## config.mk

```make
export PLATFORM = sky130hd
export DESIGN_NAME = packet_assembler
export DESIGN_NICKNAME = d
export VERILOG_FILES = /design/src/rtl/packet_assembler.sv
export SDC_FILE = /design/constraint.sdc
export NUM_CORES = 1
export LEC_CHECK = 0
export CAP_MARGIN = 20
export CORE_MARGIN = 2
export CORE_UTILIZATION = 58
export DETAILED_ROUTE_END_ITERATION = 10
export HOLD_SLACK_MARGIN = 0.15
export PLACE_DENSITY = 0.77
export SLEW_MARGIN = 20
export SYNTH_ARGS = -nofsm -noshare
export SYNTH_HDL_FRONTEND = slang
export SYNTH_SLANG_ARGS = --single-unit
```

## constraint.sdc

```tcl
create_clock -name clk -period 2.6 [get_ports clk]
set_input_delay 0.52 -clock clk [delete_from_list [all_inputs] [get_ports clk]]
set_output_delay 0.52 -clock clk [all_outputs]
set_load 0.005 [all_outputs]
```

## src/rtl/packet_assembler.sv

```systemverilog
// Packs MSB-first flits from a router's local port into packets and buffers
// them in a show-ahead FIFO. Define PACKET_ASSEMBLER_DROP_COUNT_EN to count dropped flits.
module packet_assembler #(
  parameter int FLIT_SIZE   = 4,
  parameter int PACKET_SIZE = 32,
  parameter int FIFO_DEPTH  = 4
) (
  input  logic                   clk,
  input  logic                   reset,
  input  logic [FLIT_SIZE-1:0]   flit_in,
  input  logic                   write_req,
  output logic                   full,
  output logic [PACKET_SIZE-1:0] packet_out,
  output logic                   packet_valid,
  input  logic                   packet_read,
  output logic [7:0]             drop_count
);

  localparam int FLITS   = PACKET_SIZE / FLIT_SIZE;
  localparam int CNT_W   = $clog2(FLITS);
  localparam int PTR_W   = $clog2(FIFO_DEPTH);
  localparam int COUNT_W = $clog2(FIFO_DEPTH + 1);
  localparam logic [CNT_W-1:0]   LAST_FLIT = CNT_W'(FLITS - 1);
  localparam logic [COUNT_W-1:0] DEPTH_C   = COUNT_W'(FIFO_DEPTH);

  // Handshakes: a flit transfers on write_req && !full; a packet transfers on
  // packet_read && packet_valid. full and packet_valid are pure register decodes.

  logic [CNT_W-1:0]       flit_cnt;
  logic [PACKET_SIZE-1:0] asm_reg;
  logic [PACKET_SIZE-1:0] packet_word;
  logic [PACKET_SIZE-1:0] mem [FIFO_DEPTH];
  logic [PTR_W-1:0]       wr_ptr;
  logic [PTR_W-1:0]       rd_ptr;
  logic [COUNT_W-1:0]     count;
  logic                   accept;
  logic                   push;
  logic                   pop;

  assign full         = (count == DEPTH_C);
  assign packet_valid = (count != '0);
  assign packet_out   = packet_valid ? mem[rd_ptr] : '0;

  always_comb begin
    accept      = write_req && !full;
    push        = accept && (flit_cnt == LAST_FLIT);
    pop         = packet_read && packet_valid;
    packet_word = (asm_reg << FLIT_SIZE) | PACKET_SIZE'(flit_in);
  end

  // The assembly register is cleared once a packet leaves it so it never
  // carries stale flits into the next packet.
  always_ff @(posedge clk) begin
    if (!reset) begin
      flit_cnt <= '0;
      asm_reg  <= '0;
    end else if (accept) begin
      flit_cnt <= flit_cnt + 1'b1;
      asm_reg  <= push ? '0 : packet_word;
    end
  end

  always_ff @(posedge clk) begin
    if (reset && push) begin
      mem[wr_ptr] <= packet_word;
    end
  end

  // Pointers wrap naturally because FIFO_DEPTH is a power of two.
  always_ff @(posedge clk) begin
    if (!reset) begin
      wr_ptr <= '0;
      rd_ptr <= '0;
      count  <= '0;
    end else begin
      if (push) wr_ptr <= wr_ptr + 1'b1;
      if (pop)  rd_ptr <= rd_ptr + 1'b1;
      case ({push, pop})
        2'b10:   count <= count + 1'b1;
        2'b01:   count <= count - 1'b1;
        default: count <= count;
      endcase
    end
  end

`ifdef PACKET_ASSEMBLER_DROP_COUNT_EN
  logic [7:0] drop_cnt_q;

  always_ff @(posedge clk) begin
    if (!reset) begin
      drop_cnt_q <= '0;
    end else if (write_req && full && (drop_cnt_q != 8'hFF)) begin
      drop_cnt_q <= drop_cnt_q + 8'd1;
    end
  end

  assign drop_count = drop_cnt_q;
`else
  assign drop_count = 8'd0;
`endif

endmodule

```

### Word-level counts from Yosys, hierarchy flattened

Memory sizes are Yosys's and may differ from the RTL's. A register that Yosys moved wholly into a read port is not among the register bits.
Cells that the tools add are included.

* register bits: 38
* bits in writable memories: 128
* bits of input ports: 8
* output and inout port bits: 42
* word-level logic and storage cells: 30
* memories kept: 1

Memory list
* mem: words 4, bits a word 32, read ports 1, clocked after memory_dff 1, write ports 1, RTL line 32 `logic [PACKET_SIZE-1:0] mem [FIFO_DEPTH];`

* add/sub/neg operators: 5
* equality and inequality tests: 4
* mux-type cells: 7
* bitwise logic cells: 1
* reductions and logical operators: 7

Operators by type and width (count)
* 32-bit 2-to-1 mux: 1
* 32-bit by 4-bit bitwise OR with 32-bit output: 1
* 28-bit 2-to-1 mux: 1
* 3-bit by 1-bit adder with 3-bit output, second input constant: 2
* 3-bit == test, second input constant: 2
* 3-bit one-hot mux with 2 select lines: 1
* 2-bit by 1-bit adder with 2-bit output, second input constant: 2
* 1-bit logical AND: 4
* 2-bit 2-to-1 mux: 2
* 3-bit nonzero test: 1
* 3-bit by 1-bit subtractor with 3-bit output, second input constant: 1
* 2-bit by 1-bit == test with 1-bit output, second input constant: 1
* 2-bit == test, second input constant: 1
* 1-bit 2-to-1 mux: 2
* 2-bit nonzero test: 1
* 1-bit logical NOT: 1

### Depth between registers and ports, before layout

* depth after elaboration: 7
* gate-level depth with buffers: 10
* mapped depth without buffers: 10

### Least setup slack after synthesis

No wires, ideal clock.

* path kind: flip-flop to flip-flop
* start point: register count[0]
* end point: register count[2]
* library setup time: 0.076 ns
* arrival time: 2.166 ns
* required time: 2.524 ns
* slack: 0.358 ns
* stages on the path, launching flop included: 10
* period minus slack after synthesis: 2.242 ns
* path through: dfxtp_1 -> or3b_1 -> and3_2 -> inv_1 -> ha_1 -> inv_1 -> fa_1 -> xor2_1 -> or3_1 -> a21boi_0

* longest elaborated chain between the ends: 6
* elaborated cells on any way between the ends: 12
* those cells by class: 2 x add/sub; 3 x eq/ne; 1 x mux; 6 x reduce/logical

RTL lines
* start, declared: RTL line 35 `logic [COUNT_W-1:0] count;`
* start signal, assigned: RTL line 79 `2'b10: count <= count + 1'b1;`
* start signal, assigned: RTL line 80 `2'b01: count <= count - 1'b1;`
* start signal, assigned: RTL line 81 `default: count <= count;`
* 3-bit == test: RTL line 40 `assign full = (count == DEPTH_C);`
* 1-bit logical NOT: RTL line 45 `accept = write_req && !full;`
* 1-bit logical AND: RTL line 45
* 1-bit logical AND: RTL line 46 `push = accept && (flit_cnt == LAST_FLIT);`
* 2-bit by 1-bit == test with 1-bit output or 2-bit == test (tied branches): RTL line 78 `case ({push, pop})`
* 3-bit one-hot mux with 2 select lines or 2-bit nonzero test (tied branches)

Several ways; a longest one is shown, not always the timed one.
A chain may end at the register's enable or synchronous reset.

==> flow_summary_export.csv <==
group,metric,value,unit
drt,firstDrtPassIters,4,
synthesis,synth_cells,407,
die,core_area,11500,um^2
synthesis,synth-main-ff-cell,"edfxtp_1",
timing,clock_skew,0.00729,ns
place,place_congestion,0.709,
synthesis,synth-edff-count,128,
timing,relSlewSlack,0.620,
power,power,5.44,mW
synthesis,synth.most_common_cell,"edfxtp_1",
power,p_leak,2.97,nW
drt,ant_nets,0,
synthesis,synthArstFlopShare,0,
clock_tree,cts_root_buf,"clkbuf_16",
global_routing,antenna_found_initial,0,
synthesis,synth_largest_area_cell,"edfxtp_1",
critical_path,cp_cell_sequence,"buf_4 -> mux4_2 -> nor2b_1 -> clkdlybuf4s50_1",
power,comb_power_share,0.015,
global_routing,grt_pass1_vias,3628,
drt,totalWireLength,11.8,mm
critical_path,crit_required,2.08,ns
global_routing,grt_usage,0.197,
hold_path,hold_path.class,"reg2reg",
timing,tightestPinTransition,0.570,ns
drt,viasPerCell,5.72,
drt,vias,3518,
clock_tree,cts_tree,"done",
timing,fmax,391,MHz
final_layout,drive_gt1_frac,0.193,
clock_tree,post_cts_hold_buffer_count,0,
timing,hold_viol_final,0,
critical_path,cp_data_arrival_time,2.04,ns
synthesis,synth_seq_cells,168,
drt,drt_iter0_drc,213,
drt,wl_per_cell,19.1,um
die,fp.dieH,112,um
clock_tree,clock_latency,0.42,ns
global_routing,grt_max_degree,52,
place,dpl.hpwl,6.48,mm
place,pre_cts_slack,0.0346,ns
die,die_area,12600,um^2
synthesis,yosysSeqAreaShare,0.681,
power,power_switching,1.06,mW
critical_path,end_kind,"output port",
synthesis,syn_area_per_cell,16.8,um^2
place,port_buffers,41,
power,clock_power_share,0.454,
power,swShare,0.195,
clock_tree,cts_max_level,4,
critical_path,slowest_stage,"mux4_2",
status,status,"finished clean",
final_layout,diodes,0,
critical_path,criticalPathCategory,"reg2out",
final_layout,area_growth,18.4,%
global_routing,grt_pass1_wl,18.5,mm
synthesis,synth_cell_types,31,
critical_path,crit_buf_inv,2,
die,initial_core_util,0.595,
power,powerDensity,674,nW/um^2
timing,period_minus_slack,2.56,ns
timing,finalSetupViolations,0,
synthesis,syn_area,6820,um^2
die,die_w,112,um
final_layout,nets,475,
clock_tree,cts_max_path_buffers,2,
synthesis,synth_top_area_frac,0.564,
synthesis,synthTopCellsByCount,"edfxtp_1 (128), dfxtp_1 (40), nand2_1 (40)",
critical_path,worst-path-max-fanout,3,
die,pin_count,50,
timing,drv_slew,0,
clock_tree,cts_buffers,17,
final_layout,largest_reg_flops,128,
power,p_seq_frac,0.531,
die,rows,39,
synthesis,synthTopCellsByArea,"edfxtp_1 (56%), dfxtp_1 (12%), mux4_2 (11%), mux2i_1 (4.8%), nand3b_1 (3.1%)",
drt,drcViolationCount,0,
power,internal_power,4.38,mW
synthesis,yosys_warnings,0,
job,maxCapViolCount,0,
power,ir_drop,458,uV
timing,post-route-period-util,0.983,
global_routing,overflow,0,
critical_path,startpoint_type,"register",
critical_path,crit_family,"buffers and inverters",
clock_tree,cts_sinks,168,
timing,postLayoutSetupSlackWorst,0.0436,ns
clock_tree,path_clk_slew,0.06,ns
critical_path,slowest_delay,0.49,ns
## cell type report
class / instances / area (um^2)
clock inverter: 14 / 146
sequential: 168 / 4650
clock buffer: 18 / 450
multi-input combinational: 205 / 1960
timing repair buffer: 59 / 656
fill: 719 / 3390
inverter: 8 / 30.0
tap: 143 / 179
## metrics by stage
| stage | cell area [um^2] | util | hold WS, ns | std cells | setup TNS (ns) |
|---|---|---|---|---|---|
| detailed placement | 7410 | 0.647 | 0.456 | 578 | 0 |
| CTS | 8010 | 0.698 | 0.464 | 612 | -0.0663 |
| global route | 8070 | 0.704 | 0.482 | 615 | -0.00433 |
| global placement | 7410 | 0.647 | 0.446 | 578 | 0 |
| finish | 8070 | 0.704 | 0.459 | 615 | 0 |
| floorplan | 6850 | - | 0.438 | 414 | 0 |
## worst paths after layout
path	slack, ns	cells after the start	endpoint	startpoint
max	0.04	4	packet_out[10]	register
min reg2reg	0.46	2	flit_cnt[2]	flit_cnt[2]
min	0.46	2	flit_cnt[2]	flit_cnt[2]
max reg2reg	0.11	9	count[2]	count[2]
## logic make-up (layout without fill, tap and decap cells)
family          after synthesis  count (layout)  share of synthesized area
mux                          65              65                      0.154
flops                       168             168                      0.681
fa+ha+maj                     8               8                     0.0158
buf+inv                      41              99                     0.0367
simple gates                115             115                      0.103
other cells                   1               8                   0.000550
xor+xnor                      2               2                    0.00257
compound gates                7               7                    0.00587
## worst register-to-register path, cell delays in order, from the launching register on
cell	delay, ns
dfxtp_1	0.40
or3b_1	0.43
and3_2	0.27
inv_1	0.06
ha_1	0.17
inv_1	0.06
fa_1	0.37
xor2_1	0.15
or3_1	0.31
a21boi_0	0.19
## power by group through the flow
stage / clock, mW / sequential (mW) / combinational [mW]
floorplan: 0 / 2.94 / 0.0759
global placement: 0 / 2.94 / 0.0801
detailed placement: 0 / 2.95 / 0.0823
CTS: 2.50 / 2.89 / 0.0830
global route: 2.61 / 2.89 / 0.0920
finish: 2.47 / 2.89 / 0.0835
## placed cells by master, fill, tap and decap left out
master	Yosys	final
buf_2	2	1
xor2_1	1	1
clkinvlp_4	0	4
buf_16	0	1
or3b_1	1	1
nor2b_1	12	12
dlygate4sd2_1	0	30
dlymetal6s2s_1	0	1
o21ai_0	5	5
inv_4	0	1
and2b_1	21	21
and2_4	1	1
clkbuf_16	0	19
a21boi_0	2	2
clkdlybuf4s50_1	0	9
clkinv_4	0	2
nand2_1	40	40
inv_6	0	2
conb_1	1	8
clkinv_2	0	3
dfxtp_4	0	1
nand3b_1	28	28
or3_1	2	2
bufinv_16	0	2
ha_1	7	7
inv_1	8	8
xnor2_1	1	1
mux4_2	32	32
or4bb_1	1	1
and4_2	4	4
mux2i_1	33	33
buf_12	3	9
nor3_4	0	1
dfxtp_1	40	39
edfxtp_1	128	128
buf_4	10	7
and2_1	2	2
fa_1	1	1
and3_2	1	1
nand2b_1	1	1
## per-layer routing
metal  share of wire  track usage
met5               0            0
met4           0.021       0.0846
met3           0.034       0.0432
met2            0.53        0.345
met1            0.41        0.235
## timing repair
action | CTS | global route
setup endpoints to repair | 31 | 1
gates cloned | 0 | 1
gates resized for setup | 34 | 3
setup buffers | 2 | 2
hold endpoints to repair | 0 | 0
Note: power is estimated with default switching activity, not from simulation.
